<file path="config.mk">
export PLATFORM = sky130hd
export DESIGN_NAME = apbspi_apb_master_flat
export DESIGN_NICKNAME = d
export VERILOG_FILES = /design/src/rtl/apbspi_apb_master_if.sv /design/src/rtl/apbspi_apb_master.sv /design/src/flat_wrapper.sv
export SDC_FILE = /design/constraint.sdc
export NUM_CORES = 1
export LEC_CHECK = 0
export ABC_AREA = 1
export CORE_UTILIZATION = 44
export CTS_CLUSTER_SIZE = 16
export DETAILED_ROUTE_END_ITERATION = 16
export PLACE_DENSITY = 0.85
export REMOVE_ABC_BUFFERS = 1
export SYNTH_ARGS = -nofsm -noshare
export SYNTH_HDL_FRONTEND = slang
export SYNTH_SLANG_ARGS = --single-unit
</file>
<file path="constraint.sdc">
create_clock -name pclk -period 2.1 [get_ports pclk]
set_input_delay 0.315 -clock pclk [delete_from_list [all_inputs] [get_ports pclk]]
set_output_delay 0.315 -clock pclk [all_outputs]
set_load 0.1 [all_outputs]
</file>
<file path="src/rtl/apbspi_apb_master_if.sv">
// apbspi_apb_if: APB bus between the initiator and the SPI peripheral
interface apbspi_apb_if #(
  parameter int ADDR_WIDTH = 32
);
  logic [ADDR_WIDTH-1:0] paddr;
  logic                  psel;
  logic                  penable;
  logic                  pwrite;
  logic [31:0]           pwdata;
  logic [31:0]           prdata;
  logic                  pready;
  logic                  pslverr;
  modport master (output paddr, psel, penable, pwrite, pwdata, input prdata, pready, pslverr);
  modport slave (input paddr, psel, penable, pwrite, pwdata, output prdata, pready, pslverr);
endinterface

</file>
<file path="src/rtl/apbspi_apb_master.sv">
// apbspi_apb_master: command/response stream to APB SETUP/ACCESS transfers with ACCESS timeout
module apbspi_apb_master #(
  parameter int ADDR_WIDTH     = 32,
  parameter int TIMEOUT_CYCLES = 16
) (
  input  logic                  pclk,
  input  logic                  presetn,
  input  logic                  cmd_valid,
  output logic                  cmd_ready,
  input  logic [ADDR_WIDTH-1:0] cmd_addr,
  input  logic                  cmd_write,
  input  logic [31:0]           cmd_wdata,
  output logic                  rsp_valid,
  input  logic                  rsp_ready,
  output logic [31:0]           rsp_rdata,
  output logic                  rsp_err,
  output logic                  rsp_timeout,
  apbspi_apb_if.master          apb
);
  localparam int CW = (TIMEOUT_CYCLES == 0) ? 1 : $clog2(TIMEOUT_CYCLES + 1);
  typedef enum logic [1:0] {IDLE, SETUP, ACCESS, RESP} state_t;
  state_t                state_q, state_d;
  logic [ADDR_WIDTH-1:0] paddr_q, paddr_d;
  logic                  pwrite_q, pwrite_d;
  logic [31:0]           pwdata_q, pwdata_d;
  logic [CW-1:0]         cnt_q, cnt_d;
  logic [31:0]           rsp_rdata_q, rsp_rdata_d;
  logic                  rsp_err_q, rsp_err_d;
  logic                  rsp_timeout_q, rsp_timeout_d;
  logic                  accept, done, tmo;
  always_ff @(posedge pclk or negedge presetn) begin
    if (!presetn) begin
      state_q       <= IDLE;
      paddr_q       <= '0;
      pwrite_q      <= 1'b0;
      pwdata_q      <= '0;
      cnt_q         <= '0;
      rsp_rdata_q   <= '0;
      rsp_err_q     <= 1'b0;
      rsp_timeout_q <= 1'b0;
    end else begin
      state_q       <= state_d;
      paddr_q       <= paddr_d;
      pwrite_q      <= pwrite_d;
      pwdata_q      <= pwdata_d;
      cnt_q         <= cnt_d;
      rsp_rdata_q   <= rsp_rdata_d;
      rsp_err_q     <= rsp_err_d;
      rsp_timeout_q <= rsp_timeout_d;
    end
  end
  // pready wins over a timeout landing in the same cycle
  always_comb begin
    accept  = state_q == IDLE && cmd_valid;
    done    = state_q == ACCESS && apb.pready;
    tmo     = TIMEOUT_CYCLES != 0 && state_q == ACCESS && !apb.pready && cnt_q == CW'(TIMEOUT_CYCLES - 1);
    state_d = state_q == IDLE   ? (cmd_valid ? SETUP : IDLE) :
              state_q == SETUP  ? ACCESS :
              state_q == ACCESS ? ((done || tmo) ? RESP : ACCESS) :
                                  (rsp_ready ? IDLE : RESP);
  end
  always_comb begin
    paddr_d       = accept ? cmd_addr : paddr_q;
    pwrite_d      = accept ? cmd_write : pwrite_q;
    pwdata_d      = accept ? (cmd_write ? cmd_wdata : 32'h0) : pwdata_q;
    cnt_d         = state_q == SETUP ? '0 :
                    (state_q == ACCESS && !apb.pready && cnt_q != '1) ? cnt_q + CW'(1) : cnt_q;
    rsp_rdata_d   = done ? (pwrite_q ? 32'h0 : apb.prdata) : tmo ? 32'h0 : rsp_rdata_q;
    rsp_err_d     = done ? apb.pslverr : (tmo | rsp_err_q);
    rsp_timeout_d = done ? 1'b0 : (tmo | rsp_timeout_q);
  end
  always_comb begin
    cmd_ready   = state_q == IDLE;
    rsp_valid   = state_q == RESP;
    rsp_rdata   = rsp_rdata_q;
    rsp_err     = rsp_err_q;
    rsp_timeout = rsp_timeout_q;
    apb.psel    = state_q == SETUP || state_q == ACCESS;
    apb.penable = state_q == ACCESS;
    apb.paddr   = paddr_q;
    apb.pwrite  = pwrite_q;
    apb.pwdata  = pwdata_q;
  end
endmodule
</file>
<file path="src/flat_wrapper.sv">
// flat-port wrapper written by rule: the top's interface ports become plain ports
module apbspi_apb_master_flat 
#(
  parameter int ADDR_WIDTH     = 32,
  parameter int TIMEOUT_CYCLES = 16
)
  (pclk, presetn, cmd_valid, cmd_ready, cmd_addr, cmd_write, cmd_wdata, rsp_valid, rsp_ready, rsp_rdata, rsp_err, rsp_timeout, apb_paddr, apb_psel, apb_penable, apb_pwrite, apb_pwdata, apb_prdata, apb_pready, apb_pslverr);
  apbspi_apb_if #(.ADDR_WIDTH(ADDR_WIDTH)) apb_i ();
  input  logic pclk;
  input  logic presetn;
  input  logic cmd_valid;
  output logic cmd_ready;
  input  logic [ADDR_WIDTH-1:0] cmd_addr;
  input  logic cmd_write;
  input  logic [31:0] cmd_wdata;
  output logic rsp_valid;
  input  logic rsp_ready;
  output logic [31:0] rsp_rdata;
  output logic rsp_err;
  output logic rsp_timeout;
  output wire logic [$bits(apb_i.paddr)-1:0] apb_paddr;
  output wire logic [$bits(apb_i.psel)-1:0] apb_psel;
  output wire logic [$bits(apb_i.penable)-1:0] apb_penable;
  output wire logic [$bits(apb_i.pwrite)-1:0] apb_pwrite;
  output wire logic [$bits(apb_i.pwdata)-1:0] apb_pwdata;
  input wire logic [$bits(apb_i.prdata)-1:0] apb_prdata;
  input wire logic [$bits(apb_i.pready)-1:0] apb_pready;
  input wire logic [$bits(apb_i.pslverr)-1:0] apb_pslverr;
  assign apb_paddr = apb_i.paddr;
  assign apb_psel = apb_i.psel;
  assign apb_penable = apb_i.penable;
  assign apb_pwrite = apb_i.pwrite;
  assign apb_pwdata = apb_i.pwdata;
  assign apb_i.prdata = apb_prdata;
  assign apb_i.pready = apb_pready;
  assign apb_i.pslverr = apb_pslverr;
  apbspi_apb_master #(.ADDR_WIDTH(ADDR_WIDTH), .TIMEOUT_CYCLES(TIMEOUT_CYCLES)) u_core (.pclk(pclk), .presetn(presetn), .cmd_valid(cmd_valid), .cmd_ready(cmd_ready), .cmd_addr(cmd_addr), .cmd_write(cmd_write), .cmd_wdata(cmd_wdata), .rsp_valid(rsp_valid), .rsp_ready(rsp_ready), .rsp_rdata(rsp_rdata), .rsp_err(rsp_err), .rsp_timeout(rsp_timeout), .apb(apb_i));
endmodule
</file>
; After elaboration in Yosys (flattened, before gate mapping)
; Index checks and enable logic that the tools add are counted.
; W data, S select, Z words.
[totals]
reg_bits = 106
in_bits = 103
out_inout_bits = 103
[classes]
addsub = 1
eq_ne = 5
muxes = 14
n_bitwise = 2
reduce_logical = 11
[ops]
columns = operator, count
row1 = $mux W32, 4
row2 = $mux W5, 2
row3 = $mux W2, 4
row4 = $add A5 B1 Y5 const B, 1
row5 = $eq A5 B4 Y1 const B, 1
row6 = $logic_and A1 B1 Y1, 5
row7 = $ne A5 B5 Y1 const B, 1
row8 = $eq A2 B2 Y1 const B, 2
row9 = $mux W1, 4
row10 = $reduce_bool A2 Y1, 2
row11 = $eq A2 B1 Y1 const B, 1
row12 = $logic_not A2 Y1, 1
row13 = $logic_or A1 B1 Y1, 2
row14 = $or A1 B1 Y1, 2
row15 = $logic_not A1 Y1, 1

; Depth between registers and ports, before layout
[depth]
depth_word = 8
depth_mapped = 8
mapped_depth_nobuf = 8

; Least setup slack after synthesis
; Ideal clock, no wire load.
[synth_path]
kind = register to register
from = register u_core.state_q[1]
to = register u_core.paddr_q[10] (netlist: u_core.apb.paddr[10])
setup_ps = 120
t_arrival_ps = 1990
required_ps = 1980
path_slack_ps = -9
stages_incl_launch_ff = 8
n_path_buf = 2
period_less_slack_ps = 2109
path_cell_list = dfrtp_1 inv_1 ha_1 nand2_2 buf_2 buf_2 nand2_1 nand2_1
[synth_via]
elab_chain_cells = 2
[synth_lines]
columns = item, line
row1 = "start, declared", apbspi_apb_master.sv:22  ; state_t state_q, state_d;
row2 = "start signal, assigned", apbspi_apb_master.sv:42  ; state_q <= state_d;
row3 = $logic_not A2 Y1, --
row4 = via cmd_ready, flat_wrapper.sv:12  ; output logic cmd_ready;
row5 = $logic_and A1 B1 Y1, apbspi_apb_master.sv:54  ; accept = state_q == IDLE && cmd_valid;
row6 = "end signal, assigned", apbspi_apb_master.sv:43  ; paddr_q <= paddr_d;
row7 = "end, declared", apbspi_apb_master.sv:23  ; logic [ADDR_WIDTH-1:0] paddr_q, paddr_d;
; The timed path passes the listed nets, and every way through them passes these cells.
; A chain may end at the register's enable or synchronous reset.

; Worst setup path in the final report
[layout_path]
from = register u_core.state_q[0]
to = output port apb_penable
[layout_via]
elab_chain_cells = 1
[layout_lines]
columns = item, line
row1 = $eq A2 B2 Y1, apbspi_apb_master.sv:79  ; apb.penable = state_q == ACCESS;
row2 = "end, declared", flat_wrapper.sv:23  ; output wire logic [$bits(apb_i.penable)-1:0] apb_penable;
; No other way between the ends.

==> impl_metrics.ini <==
[synth]
yosysTopAreaCellShare_pct = 61.4
syn-cell-area_um2 = 4320
synth_seq_cells = 106
postSynthAreaPerCell_um2 = 9.01
synth_area_leaders = dfrtp_1 61%, nand2_1 18%, nand3_1 7.8%, o21ai_0 4.4%, buf_2 2.1%
yosysWarnings = 0
synth_top_cell_by_area = dfrtp_1
syn_inst = 480
ys_types = 20
ys_seq_area_share_pct = 61.4

[cts]
clock_sinks = 106
cts_buffers = 9
worstSkewPairLatency_ns = 0.36
cts_tree = built
cts_setup_buffers = 0
h-tree-depth = 3
clockBufferDepth = 2
cts-root-buf = clkbuf_8
clk_pin_slew_worst_paths_ns = 0.10

[timing]
fin_ws_ns = 0.307
drv_slew = 0
hold_ws_ns = 0.470
setup_viol_count_final = 0
fin_skew_ns = 0.0108
finalHoldViolCount = 0
rsz0062_at_grt = false
min_period_over_period_pct = 85.4
slew_headroom_pct = 63.8
max_freq_mhz = 558
worst_pin_slew_ns = 0.543
fin_crit_ns = 1.79

[global_route]
antenna_found_initial = 0
grt_overflow = 0
grt_usage_pct = 22.6
grt_pass1_vias = 3946
grt_max_degree = 98
grt_pass1_wl_um = 18100

[setup_path]
rr_worst_depth = 7
cp.required_ns = 1.78
cp-end-kind = output port
r2r_start = u_core.cnt_q[0]
crit_type = reg2out
worstPathBufferInverterCount = 2
cp_cell_sequence = inv_1, ha_1, buf_12
critical_path.slowest_cell = dfrtp_1
critical_path.top_delay_family = flip-flops
worstPathArrival_ns = 1.48
reg2reg_to = u_core.rsp_rdata[17]
slowest_delay_ns = 0.41
cp-start-kind = flip-flop
r2r_slack_ns = 0.34
worst-path-max-fanout = 6

[detailed_routing]
drt_pre_antenna_iters = 4
routed_wl_um = 11500
drc_errors = 0
ant_nets = 0
vias_per_cell = 4.93
drtIter0Drc = 143
wl_per_cell_um = 14.2
dr_total_vias = 3988

[layout]
drive_above_1_share_pct = 19.3
syn_to_final_growth_pct = 49.7
antenna_cells = 0
multi_input_area_um2 = 1470
stdcell_area_um2 = 6470
ff_latch_area_um2 = 2650
layout_commonest_cell = nand2_1
final_cells = 809
final_cell_mix = 202 x nand2_1, 106 x buf_4, 106 x dfrtp_1
nFillCells = 786
nets = 785

[floorplan]
die_h_um = 101
core_um2 = 9370
dieArea_um2 = 10200
rows = 35
dieWidth_um = 101
io_pins = 206
start_util_pct = 46.1

[placement]
dpl.hpwl_um = 8370
port_buffers = 205
dp_cells = 792
routabilityCongestion = 0.757
dp_slack_ns = 0.0979
place_area_um2 = 6240

[hold_path]
hold_class = in2async

[run]
max-cap-violations = 0

[outcome]
status = completed
-- worst max-delay path by stage --
stage | start | end | slack [ns] | cells after the start
global placement | u_core.cnt_q[0] | u_core.rsp_rdata[0] | 0.28 | 7
detailed placement | u_core.cnt_q[0] | u_core.rsp_rdata[17] | 0.1 | 7
finish | u_core.state_q[0] | apb_penable | 0.31 | 3
global route | u_core.cnt_q[0] | u_core.rsp_rdata[17] | 0.14 | 7
floorplan | u_core.state_q[1] | u_core.apb.pwrite | -1.18 | 5
CTS | u_core.cnt_q[0] | u_core.rsp_rdata[17] | 0.08 | 7
-- layout make-up --
type                       instances  share of cell area, %
inverter                          14                  0.831
tap                              129                   2.49
timing repair buffer             213                   29.6
sequential                       106                   41.0
multi-input combinational        331                   22.7
clock buffer                      10                   1.97
clock inverter                     6                   1.39
-- metrics by stage --
step	util (%)	TNS, ns
floorplan	-	-68.65
global placement	66.6	0
detailed placement	66.6	0
CTS	69.0	0
global route	69.1	0
finish	69.1	0
-- Yosys cell counts, drive strengths merged --
cell type / n
nand2: 204
o21ai: 38
a21oi: 3
nor2: 8
buf: 23
ha: 7
o211ai: 1
a31oi: 1
nand3: 68
clkbuf: 6
inv: 12
dfrtp: 106
clkinv: 2
nand3b: 1
-- layer usage --
metal | track usage (%) | up-vias | part of all wire (%)
met2 | 38.7 | 167 | 50
met1 | 27.0 | 1864 | 39
met5 | 0 | - | 0
met3 | 5.83 | 37 | 8.0
met4 | 10.1 | 0 | 3.1
li1 | - | 1920 | -
-- worst register-to-register path: cells and delay by family (launching register included) --
kind / cells / cell delay, ns
DFF: 1 / 0.39
adders and majority gates: 2 / 0.44
and+or+nand+nor: 5 / 0.82
-- cells by family (layout without fill, tap and decap cells) --
| group | count (synthesis) | count (layout) | share of synthesized area [%] |
|---|---|---|---|
| AOI/OAI and AO/OA | 43 | 43 | 5.07 |
| buffers and inverters | 43 | 243 | 4.80 |
| and+or+nand+nor | 281 | 281 | 26.7 |
| DFF | 106 | 106 | 61.4 |
| adders and majority gates | 7 | 7 | 2.03 |
-- state kept, by name, indices dropped and copies added, names as in the netlist --
signal and count:
u_core.rsp_timeout 1, u_core.rsp_err 1, u_core.rsp_rdata 32, u_core.state_q 2, u_core.cnt_q 5, u_core.apb.pwrite 1
u_core.apb.pwdata 32, u_core.apb.paddr 32
-- repair_timing --
| item | CTS | global route |
|---|---|---|
| endpoints found under the setup margin | 0 | 34 |
| hold buffers | 1 | 0 |
| gates resized for setup | 0 | 1 |
| endpoints found under the hold margin | 39 | 0 |
Power is not shown: default switching activity piles up to over one toggle a cycle in this logic, so the estimate is an artifact.
